--- config.mk ---
export PLATFORM = sky130hd
export DESIGN_NAME = uart_tx_arb_flat
export DESIGN_NICKNAME = d
export VERILOG_FILES = /design/src/rtl/uart_pkg.sv /design/src/rtl/uart_tx_arb_if.sv /design/src/rtl/rr_pick.sv /design/src/rtl/uart_tx_arb.sv /design/src/flat_wrapper.sv
export SDC_FILE = /design/constraint.sdc
export NUM_CORES = 1
export LEC_CHECK = 0
export CORE_ASPECT_RATIO = 1.1
export CORE_UTILIZATION = 40
export DETAILED_ROUTE_END_ITERATION = 8
export HOLD_SLACK_MARGIN = 0.02
export PLACE_DENSITY = 0.67
export SLEW_MARGIN = 5
export SYNTH_ARGS = -nofsm -noshare
export SYNTH_HDL_FRONTEND = slang
export SYNTH_HIERARCHICAL = 1
export SYNTH_SLANG_ARGS = --single-unit
export TNS_END_PERCENT = 100
--- constraint.sdc ---
create_clock -name clk -period 7.37 [get_ports clk]
set_clock_uncertainty 0.2 [all_clocks]
set_input_delay 1.8425 -clock clk [delete_from_list [all_inputs] [get_ports clk]]
set_output_delay 1.8425 -clock clk [all_outputs]
set_load 0.02 [all_outputs]
--- src/rtl/uart_pkg.sv ---
// Shared types and constants for the UART transmit arbiter.
package uart_pkg;

   typedef enum logic [2:0] {
      IDLE    = 3'd0,
      SEND    = 3'd1,
      WAIT_LO = 3'd2,
      WAIT_HI = 3'd3,
      HOLD    = 3'd4
   } arb_state_e;

   localparam int WAIT_LO_RETRY = 4;
   localparam int RETRY_W       = $clog2(WAIT_LO_RETRY);
   localparam int HOLD_TO_DEF   = 50000;
   localparam int HOLD_CNT_W    = 16;
   localparam int UART_DW       = 8;

   // Successor of a requester index, wrapping the last one back to zero.
   function automatic int rr_next(input int idx, input int nreq);
      return (idx >= nreq - 1) ? 0 : idx + 1;
   endfunction

endpackage

--- src/rtl/uart_tx_arb_if.sv ---
// Requester-side and transmitter-side signal bundle of the UART transmit arbiter.
interface uart_tx_arb_if
   import uart_pkg::*;
#(
   parameter int NREQ = 4,
   parameter int IDW  = 2
) ();

   logic [NREQ-1:0]         req_valid;
   logic [UART_DW*NREQ-1:0] req_data;
   logic [NREQ-1:0]         req_last;
   logic [NREQ-1:0]         req_ready;
   logic                    tx_write;
   logic [UART_DW-1:0]      tx_data;
   logic                    txrdy;
   logic                    grant_vld;
   logic [IDW-1:0]          grant_id;
   logic                    pkt_done;
   logic                    hold_to_err;

   // Environment side: requesters plus the transmitter's ready flag.
   modport master (
      output req_valid, req_data, req_last, txrdy,
      input  req_ready, tx_write, tx_data, grant_vld, grant_id, pkt_done, hold_to_err
   );

   // Arbiter side.
   modport slave (
      input  req_valid, req_data, req_last, txrdy,
      output req_ready, tx_write, tx_data, grant_vld, grant_id, pkt_done, hold_to_err
   );

endinterface

--- src/rtl/rr_pick.sv ---
// Round-robin picker: rotate requests so ptr_i is bit 0, take the lowest set bit,
// then rotate the found offset back into an absolute index.
module rr_pick #(
   parameter int NREQ = 4,
   parameter int IDW  = 2
) (
   input  logic [NREQ-1:0] req_i,
   input  logic [IDW-1:0]  ptr_i,
   output logic            any_o,
   output logic [IDW-1:0]  idx_o
);

   logic [2*NREQ-1:0] dbl;
   logic [NREQ-1:0]   rot;
   int                off;
   int                sum;

   always_comb begin
      dbl   = {req_i, req_i} >> ptr_i;
      rot   = dbl[NREQ-1:0];
      any_o = 1'b0;
      off   = 0;
      for (int i = NREQ - 1; i >= 0; i--) begin
         if (rot[i]) begin
            any_o = 1'b1;
            off   = i;
         end
      end
      sum = int'(ptr_i) + off;
      if (sum >= NREQ) sum = sum - NREQ;
      idx_o = IDW'(sum);
   end

endmodule

--- src/rtl/uart_tx_arb.sv ---
// Shares one byte-wide UART transmitter between NREQ requesters, granting whole
// packets round-robin and pacing each byte on the transmitter's txrdy flag.
module uart_tx_arb
   import uart_pkg::*;
#(
   parameter int NREQ    = 4,
   parameter int IDW     = 2,
   parameter int HOLD_TO = HOLD_TO_DEF
) (
   input  logic           clk,
   input  logic           rst_n,
   uart_tx_arb_if.slave   bus
);

   arb_state_e              state_q, state_d;
   logic [IDW-1:0]          rr_ptr_q, rr_ptr_d;
   logic [IDW-1:0]          grant_id_q, grant_id_d;
   logic                    grant_vld_q, grant_vld_d;
   logic [UART_DW-1:0]      tx_data_q, tx_data_d;
   logic                    tx_write_q, tx_write_d;
   logic                    last_q, last_d;
   logic                    pkt_done_q, pkt_done_d;
   logic                    hold_to_err_q, hold_to_err_d;
   logic [RETRY_W-1:0]      retry_q, retry_d;
   logic [HOLD_CNT_W-1:0]   hold_cnt_q, hold_cnt_d;

   logic                    pick_any;
   logic [IDW-1:0]          pick_idx;
   logic                    ld_en;
   logic [IDW-1:0]          ld_idx;
   logic [NREQ-1:0]         ready;

   rr_pick #(.NREQ(NREQ), .IDW(IDW)) u_pick (
      .req_i (bus.req_valid),
      .ptr_i (rr_ptr_q),
      .any_o (pick_any),
      .idx_o (pick_idx)
   );

   always_comb begin
      state_d       = state_q;
      rr_ptr_d      = rr_ptr_q;
      grant_id_d    = grant_id_q;
      grant_vld_d   = grant_vld_q;
      tx_data_d     = tx_data_q;
      tx_write_d    = 1'b0;
      last_d        = last_q;
      pkt_done_d    = 1'b0;
      hold_to_err_d = 1'b0;
      retry_d       = retry_q;
      hold_cnt_d    = hold_cnt_q;
      ld_en         = 1'b0;
      ld_idx        = grant_id_q;
      ready         = '0;

      case (state_q)
         IDLE: begin
            if (bus.txrdy && pick_any) begin
               ld_en  = 1'b1;
               ld_idx = pick_idx;
            end
         end
         SEND: begin
            retry_d = '0;
            state_d = WAIT_LO;
         end
         WAIT_LO: begin
            // A load the transmitter never acknowledged is simply re-issued.
            if (!bus.txrdy) begin
               state_d = WAIT_HI;
            end else if (retry_q == RETRY_W'(WAIT_LO_RETRY - 1)) begin
               tx_write_d = 1'b1;
               state_d    = SEND;
            end else begin
               retry_d = retry_q + 1'b1;
            end
         end
         WAIT_HI: begin
            if (bus.txrdy) begin
               if (last_q) begin
                  pkt_done_d  = 1'b1;
                  grant_vld_d = 1'b0;
                  rr_ptr_d    = IDW'(rr_next(int'(grant_id_q), NREQ));
                  state_d     = IDLE;
               end else begin
                  hold_cnt_d = '0;
                  state_d    = HOLD;
               end
            end
         end
         HOLD: begin
            // Accept beats timeout when both fall in the same cycle.
            if (bus.txrdy && bus.req_valid[grant_id_q]) begin
               ld_en  = 1'b1;
               ld_idx = grant_id_q;
            end else if (hold_cnt_q == HOLD_CNT_W'(HOLD_TO - 1)) begin
               hold_to_err_d = 1'b1;
               grant_vld_d   = 1'b0;
               rr_ptr_d      = IDW'(rr_next(int'(grant_id_q), NREQ));
               state_d       = IDLE;
            end else begin
               hold_cnt_d = hold_cnt_q + 1'b1;
            end
         end
         default: state_d = IDLE;
      endcase

      for (int i = 0; i < NREQ; i++) begin
         if (ld_en && (IDW'(i) == ld_idx)) begin
            ready[i]  = 1'b1;
            tx_data_d = bus.req_data[i*UART_DW +: UART_DW];
            last_d    = bus.req_last[i];
         end
      end
      if (ld_en) begin
         grant_id_d  = ld_idx;
         grant_vld_d = 1'b1;
         tx_write_d  = 1'b1;
         state_d     = SEND;
      end
   end

   always_ff @(posedge clk or negedge rst_n) begin
      if (!rst_n) begin
         state_q       <= IDLE;
         rr_ptr_q      <= '0;
         grant_id_q    <= '0;
         grant_vld_q   <= 1'b0;
         tx_data_q     <= '0;
         tx_write_q    <= 1'b0;
         last_q        <= 1'b0;
         pkt_done_q    <= 1'b0;
         hold_to_err_q <= 1'b0;
         retry_q       <= '0;
         hold_cnt_q    <= '0;
      end else begin
         state_q       <= state_d;
         rr_ptr_q      <= rr_ptr_d;
         grant_id_q    <= grant_id_d;
         grant_vld_q   <= grant_vld_d;
         tx_data_q     <= tx_data_d;
         tx_write_q    <= tx_write_d;
         last_q        <= last_d;
         pkt_done_q    <= pkt_done_d;
         hold_to_err_q <= hold_to_err_d;
         retry_q       <= retry_d;
         hold_cnt_q    <= hold_cnt_d;
      end
   end

   // The strobe is decoded from state, so it is forced low while reset is held.
   assign bus.req_ready   = rst_n ? ready : '0;
   assign bus.tx_write    = tx_write_q;
   assign bus.tx_data     = tx_data_q;
   assign bus.grant_vld   = grant_vld_q;
   assign bus.grant_id    = grant_id_q;
   assign bus.pkt_done    = pkt_done_q;
   assign bus.hold_to_err = hold_to_err_q;

endmodule
--- src/flat_wrapper.sv ---
// flat-port wrapper written by rule: the top's interface ports become plain ports
module uart_tx_arb_flat import uart_pkg::*;
#(
   parameter int NREQ    = 4,
   parameter int IDW     = 2,
   parameter int HOLD_TO = HOLD_TO_DEF
)
  (clk, rst_n, bus_req_valid, bus_req_data, bus_req_last, bus_txrdy, bus_req_ready, bus_tx_write, bus_tx_data, bus_grant_vld, bus_grant_id, bus_pkt_done, bus_hold_to_err);
  uart_tx_arb_if #(.NREQ(NREQ), .IDW(IDW)) bus_i ();
  input  logic clk;
  input  logic rst_n;
  input wire logic [$bits(bus_i.req_valid)-1:0] bus_req_valid;
  input wire logic [$bits(bus_i.req_data)-1:0] bus_req_data;
  input wire logic [$bits(bus_i.req_last)-1:0] bus_req_last;
  input wire logic [$bits(bus_i.txrdy)-1:0] bus_txrdy;
  output wire logic [$bits(bus_i.req_ready)-1:0] bus_req_ready;
  output wire logic [$bits(bus_i.tx_write)-1:0] bus_tx_write;
  output wire logic [$bits(bus_i.tx_data)-1:0] bus_tx_data;
  output wire logic [$bits(bus_i.grant_vld)-1:0] bus_grant_vld;
  output wire logic [$bits(bus_i.grant_id)-1:0] bus_grant_id;
  output wire logic [$bits(bus_i.pkt_done)-1:0] bus_pkt_done;
  output wire logic [$bits(bus_i.hold_to_err)-1:0] bus_hold_to_err;
  assign bus_i.req_valid = bus_req_valid;
  assign bus_i.req_data = bus_req_data;
  assign bus_i.req_last = bus_req_last;
  assign bus_i.txrdy = bus_txrdy;
  assign bus_req_ready = bus_i.req_ready;
  assign bus_tx_write = bus_i.tx_write;
  assign bus_tx_data = bus_i.tx_data;
  assign bus_grant_vld = bus_i.grant_vld;
  assign bus_grant_id = bus_i.grant_id;
  assign bus_pkt_done = bus_i.pkt_done;
  assign bus_hold_to_err = bus_i.hold_to_err;
  uart_tx_arb #(.NREQ(NREQ), .IDW(IDW), .HOLD_TO(HOLD_TO)) u_core (.clk(clk), .rst_n(rst_n), .bus(bus_i));
endmodule
==> flow_summary.json, run 1 <==
{
  "ctsHoldBuffers": 0,
  "crit_fanout": 9,
  "tightestPinTransition_ns": 0.861,
  "synthCells": 266,
  "r2r_slack_ns": 4.15,
  "ys_warn_count": 6,
  "synthToLayoutAreaGrowth_pct": 30.7,
  "nNetsFinal": 372,
  "finalSetupViolations": 0,
  "htreeDepth": 2,
  "via_per_inst": 5.67,
  "crit_required_ns": 5.33,
  "fin_crit_ns": 7.00,
  "cts_setup_buffers": 0,
  "post_cts_resized": 0,
  "fin_crit_sh": 0.950,
  "drc": 0,
  "dieArea_um2": 6270,
  "max_cap_violations": 0,
  "io_buffers": 60,
  "rows": 29,
  "fin_ws_ns": 0.367,
  "crit_slowest_cell": "clkdlybuf4s50_1",
  "antenna_found_initial": 0,
  "clk_latency_ns": 0.28,
  "dr.pass1.iters": 7,
  "slew_viol_final": 0,
  "synth_area_um2": 2380,
  "dpl.hpwl_um": 4600,
  "grt_pass1_wl_um": 10600,
  "critPathMaxStageDelay_ns": 0.66,
  "drtAntennaViolNets": 0,
  "cts_buffers": 5,
  "fill_cells": 570,
  "routabilityCongestion": 0.784,
  "clk_pin_slew_ns": 0.07,
  "coreArea_um2": 5770,
  "worstRegToRegCells": 11,
  "stdcell_count": 402,
  "max_freq_mhz": 143,
  "die_h_um": 82.9,
  "grt_use_total": 0.217,
  "via_count": 2280,
  "synth-main-ff-cell": "dfrtp_1",
  "fp.dieW_um": 75.6,
  "ys_seq_area_frac": 0.399,
  "drt-total-wl_um": 6290,
  "vdd_ir_drop_max_mv": 0.154,
  "cts_root_buf": "clkbuf_8",
  "place_inst": 395,
  "setup_tns_ns": 0,
  "start_util": 0.413,
  "synth-edff-count": 0,
  "io_pins": 61,
  "multi_input_area_um2": 1340,
  "arrival_ns": 4.96,
  "hold_viol": 0,
  "netlist-cell-type-count": 51,
  "min-delay-start": "u_core/bus.tx_data[5]",
  "maxSlewHeadroom": 0.410,
  "status": "complete, no violations",
  "seqCellArea_um2": 951,
  "cts.sinks": 38,
  "syn_nets": 313,
  "start_kind": "input port",
  "num_antenna_cells": 0,
  "wl_per_cell_um": 15.7,
  "syn_area_per_cell_um2": 8.95,
  "rsz0062_at_grt": "false",
  "hold_end": "u_core/bus.tx_data[5]",
  "first_global_vias": 2136,
  "cts_max_path_buffers": 2,
  "timing.rr.end": "u_core/last_q",
  "cts_tree": "built",
  "overflow": 0,
  "holdPathStages": 2,
  "critPathCaptureType": "output port",
  "grt_max_degree": 40,
  "dp_slack_ns": 0.398,
  "drt_iter0_markers": 169,
  "cellPowerDensity_nw_per_um2": 317,
  "worstSetupPathType": "input port to output port",
  "finalPower_mw": 0.985,
  "cp_cell_sequence": "clkdlybuf4s50_1, nor2b_1, a21oi_1, o22ai_1, o21a_1, ha_1, xnor2_1, xnor2_1, mux2_2, or3b_1, nor2b_1, clkdlybuf4s50_1",
  "reg2reg_from": "u_core/rr_ptr_q[1]",
  "p_leak_nw": 1.27,
  "worstHoldPathType": "flop to flop",
  "synth_seq_cells": 38,
  "drive_gt1_frac": 0.0769,
  "synthArstFlopShare": 1.00
}
-- cells in the final DEF, fill, tap and decap left out, types with 8 or more instances in the layout --
cell	n
o221ai_1	10
o21ai_0	17
dfrtp_1	38
nor3_1	9
nor2_1	22
a21oi_1	10
clkdlybuf4s50_1	59
nand2_1	33
nor2b_1	8
o22ai_1	10
-- where the power goes --
part | internal [mW] | leakage [nW] | switching (mW)
clock network | 0.0636 | 0.0438 | 0.0728
logic | 0.226 | 0.735 | 0.263
registers | 0.280 | 0.491 | 0.0799
-- kinds of logic after synthesis --
kind of cell / after synthesis / share of synthesized area
AOI/OAI and AO/OA: 69 / 0.198
xor gates and xnor gates: 2 / 0.00736
adders and majority gates: 4 / 0.0210
buffers and inverters: 18 / 0.0389
DFF: 38 / 0.399
muxes: 13 / 0.0625
and+or+nand+nor: 122 / 0.273
-- metal layers --
layer | GRT usage | vias up | wire length, µm
met5 | 0 | - | 0
met4 | 0.0589 | 0 | 99
met3 | 0.0400 | 6 | 278
met2 | 0.347 | 61 | 3130
met1 | 0.297 | 1097 | 2790
li1 | - | 1116 | -
-- area by class of cell --
cell class,count,share of cell area
Multi-Input combinational cell,210,0.430
Sequential cell,38,0.306
Timing Repair Buffer,64,0.201
Tap cell,77,0.0310
Clock buffer,5,0.0221
Inverter,6,0.00724
Clock inverter,2,0.00322
-- Yosys cell counts, types with 2 or more instances --
| cell | instances | area [µm²] |
|---|---|---|
| dfrtp_1 | 38 | 951 |
| nand2_1 | 33 | 124 |
| nor2_1 | 22 | 82.6 |
| o21ai_0 | 17 | 85.1 |
| a21oi_1 | 10 | 50.1 |
| o221ai_1 | 10 | 87.6 |
| o22ai_1 | 10 | 62.6 |
| nor3_1 | 9 | 45.0 |
| nor2b_1 | 8 | 50.1 |
| mux2i_1 | 7 | 70.1 |
| nand3_1 | 7 | 35.0 |
| or4_1 | 7 | 52.6 |
| inv_1 | 6 | 22.5 |
| nand2b_1 | 6 | 37.5 |
| nand4_1 | 6 | 37.5 |
| buf_2 | 5 | 25.0 |
| o211ai_1 | 5 | 37.5 |
| clkbuf_1 | 4 | 15.0 |
| ha_1 | 4 | 50.1 |
| or3_1 | 4 | 25.0 |
| mux2_2 | 3 | 33.8 |
| mux2_4 | 3 | 45.0 |
| nor4_1 | 3 | 18.8 |
| o31ai_1 | 3 | 22.5 |
| a2bb2oi_1 | 2 | 17.5 |
| and3_1 | 2 | 12.5 |
| buf_6 | 2 | 22.5 |
| nand3_2 | 2 | 20.0 |
| nand3b_1 | 2 | 15.0 |
| nor3b_1 | 2 | 15.0 |
| o21a_1 | 2 | 15.0 |
| or3b_1 | 2 | 17.5 |
| xnor2_1 | 2 | 17.5 |
-- worst max path at each step --
stage,startpoint,to,slack [ns]
after global routing,bus_req_valid[0],bus_req_ready[1],0.18
after floorplan,bus_req_valid[1],bus_req_ready[1],1.56
after detailed placement,bus_req_valid[0],bus_req_ready[1],0.40
after CTS,bus_req_valid[0],bus_req_ready[1],0.39
after global placement,bus_req_valid[0],bus_req_ready[1],0.44
final,bus_req_valid[0],bus_req_ready[1],0.37
-- metrics by stage --
| step | instance area, µm² | hold WS, ns | utilization |
|---|---|---|---|
| finish | 3110 | 0.279 | 0.539 |
| detailed placement | 3030 | 0.269 | 0.526 |
| CTS | 3110 | 0.286 | 0.539 |
| global placement | 3030 | 0.269 | 0.526 |
| floorplan | 2380 | 0.257 | - |
| global route | 3110 | 0.315 | 0.539 |
-- state kept, by name, summed over array words and instances, names as in the netlist, 2 cells and up --
name and cells:
u_core/retry_q 2, u_core/state_q 3, u_core/hold_cnt_q 16, u_core/bus.tx_data 8, u_core/rr_ptr_q 2, u_core/bus.grant_id 2
-- worst max-delay path: cells and delay by family --
kind	cells	cell delay, ns
adders and majority gates	1	0.18
AOI/OAI and AO/OA	3	0.42
xor gates and xnor gates	2	0.33
muxes	1	0.30
buffers and inverters	2	1.27
and+or+nand+nor	3	0.62
Note: power is estimated with default switching activity, not from simulation.
==> run 2, diff against run 1 <==
--- a/config.mk
+++ b/config.mk
@@ -10,7 +10,7 @@
 export DETAILED_ROUTE_END_ITERATION = 8
 export HOLD_SLACK_MARGIN = 0.02
 export PLACE_DENSITY = 0.67
-export SLEW_MARGIN = 5
+export SLEW_MARGIN = 20
 export SYNTH_ARGS = -nofsm -noshare
 export SYNTH_HDL_FRONTEND = slang
 export SYNTH_HIERARCHICAL = 1
==> results of run 2 <==
Final layout, timing and power as in run 1 (identical DEF).
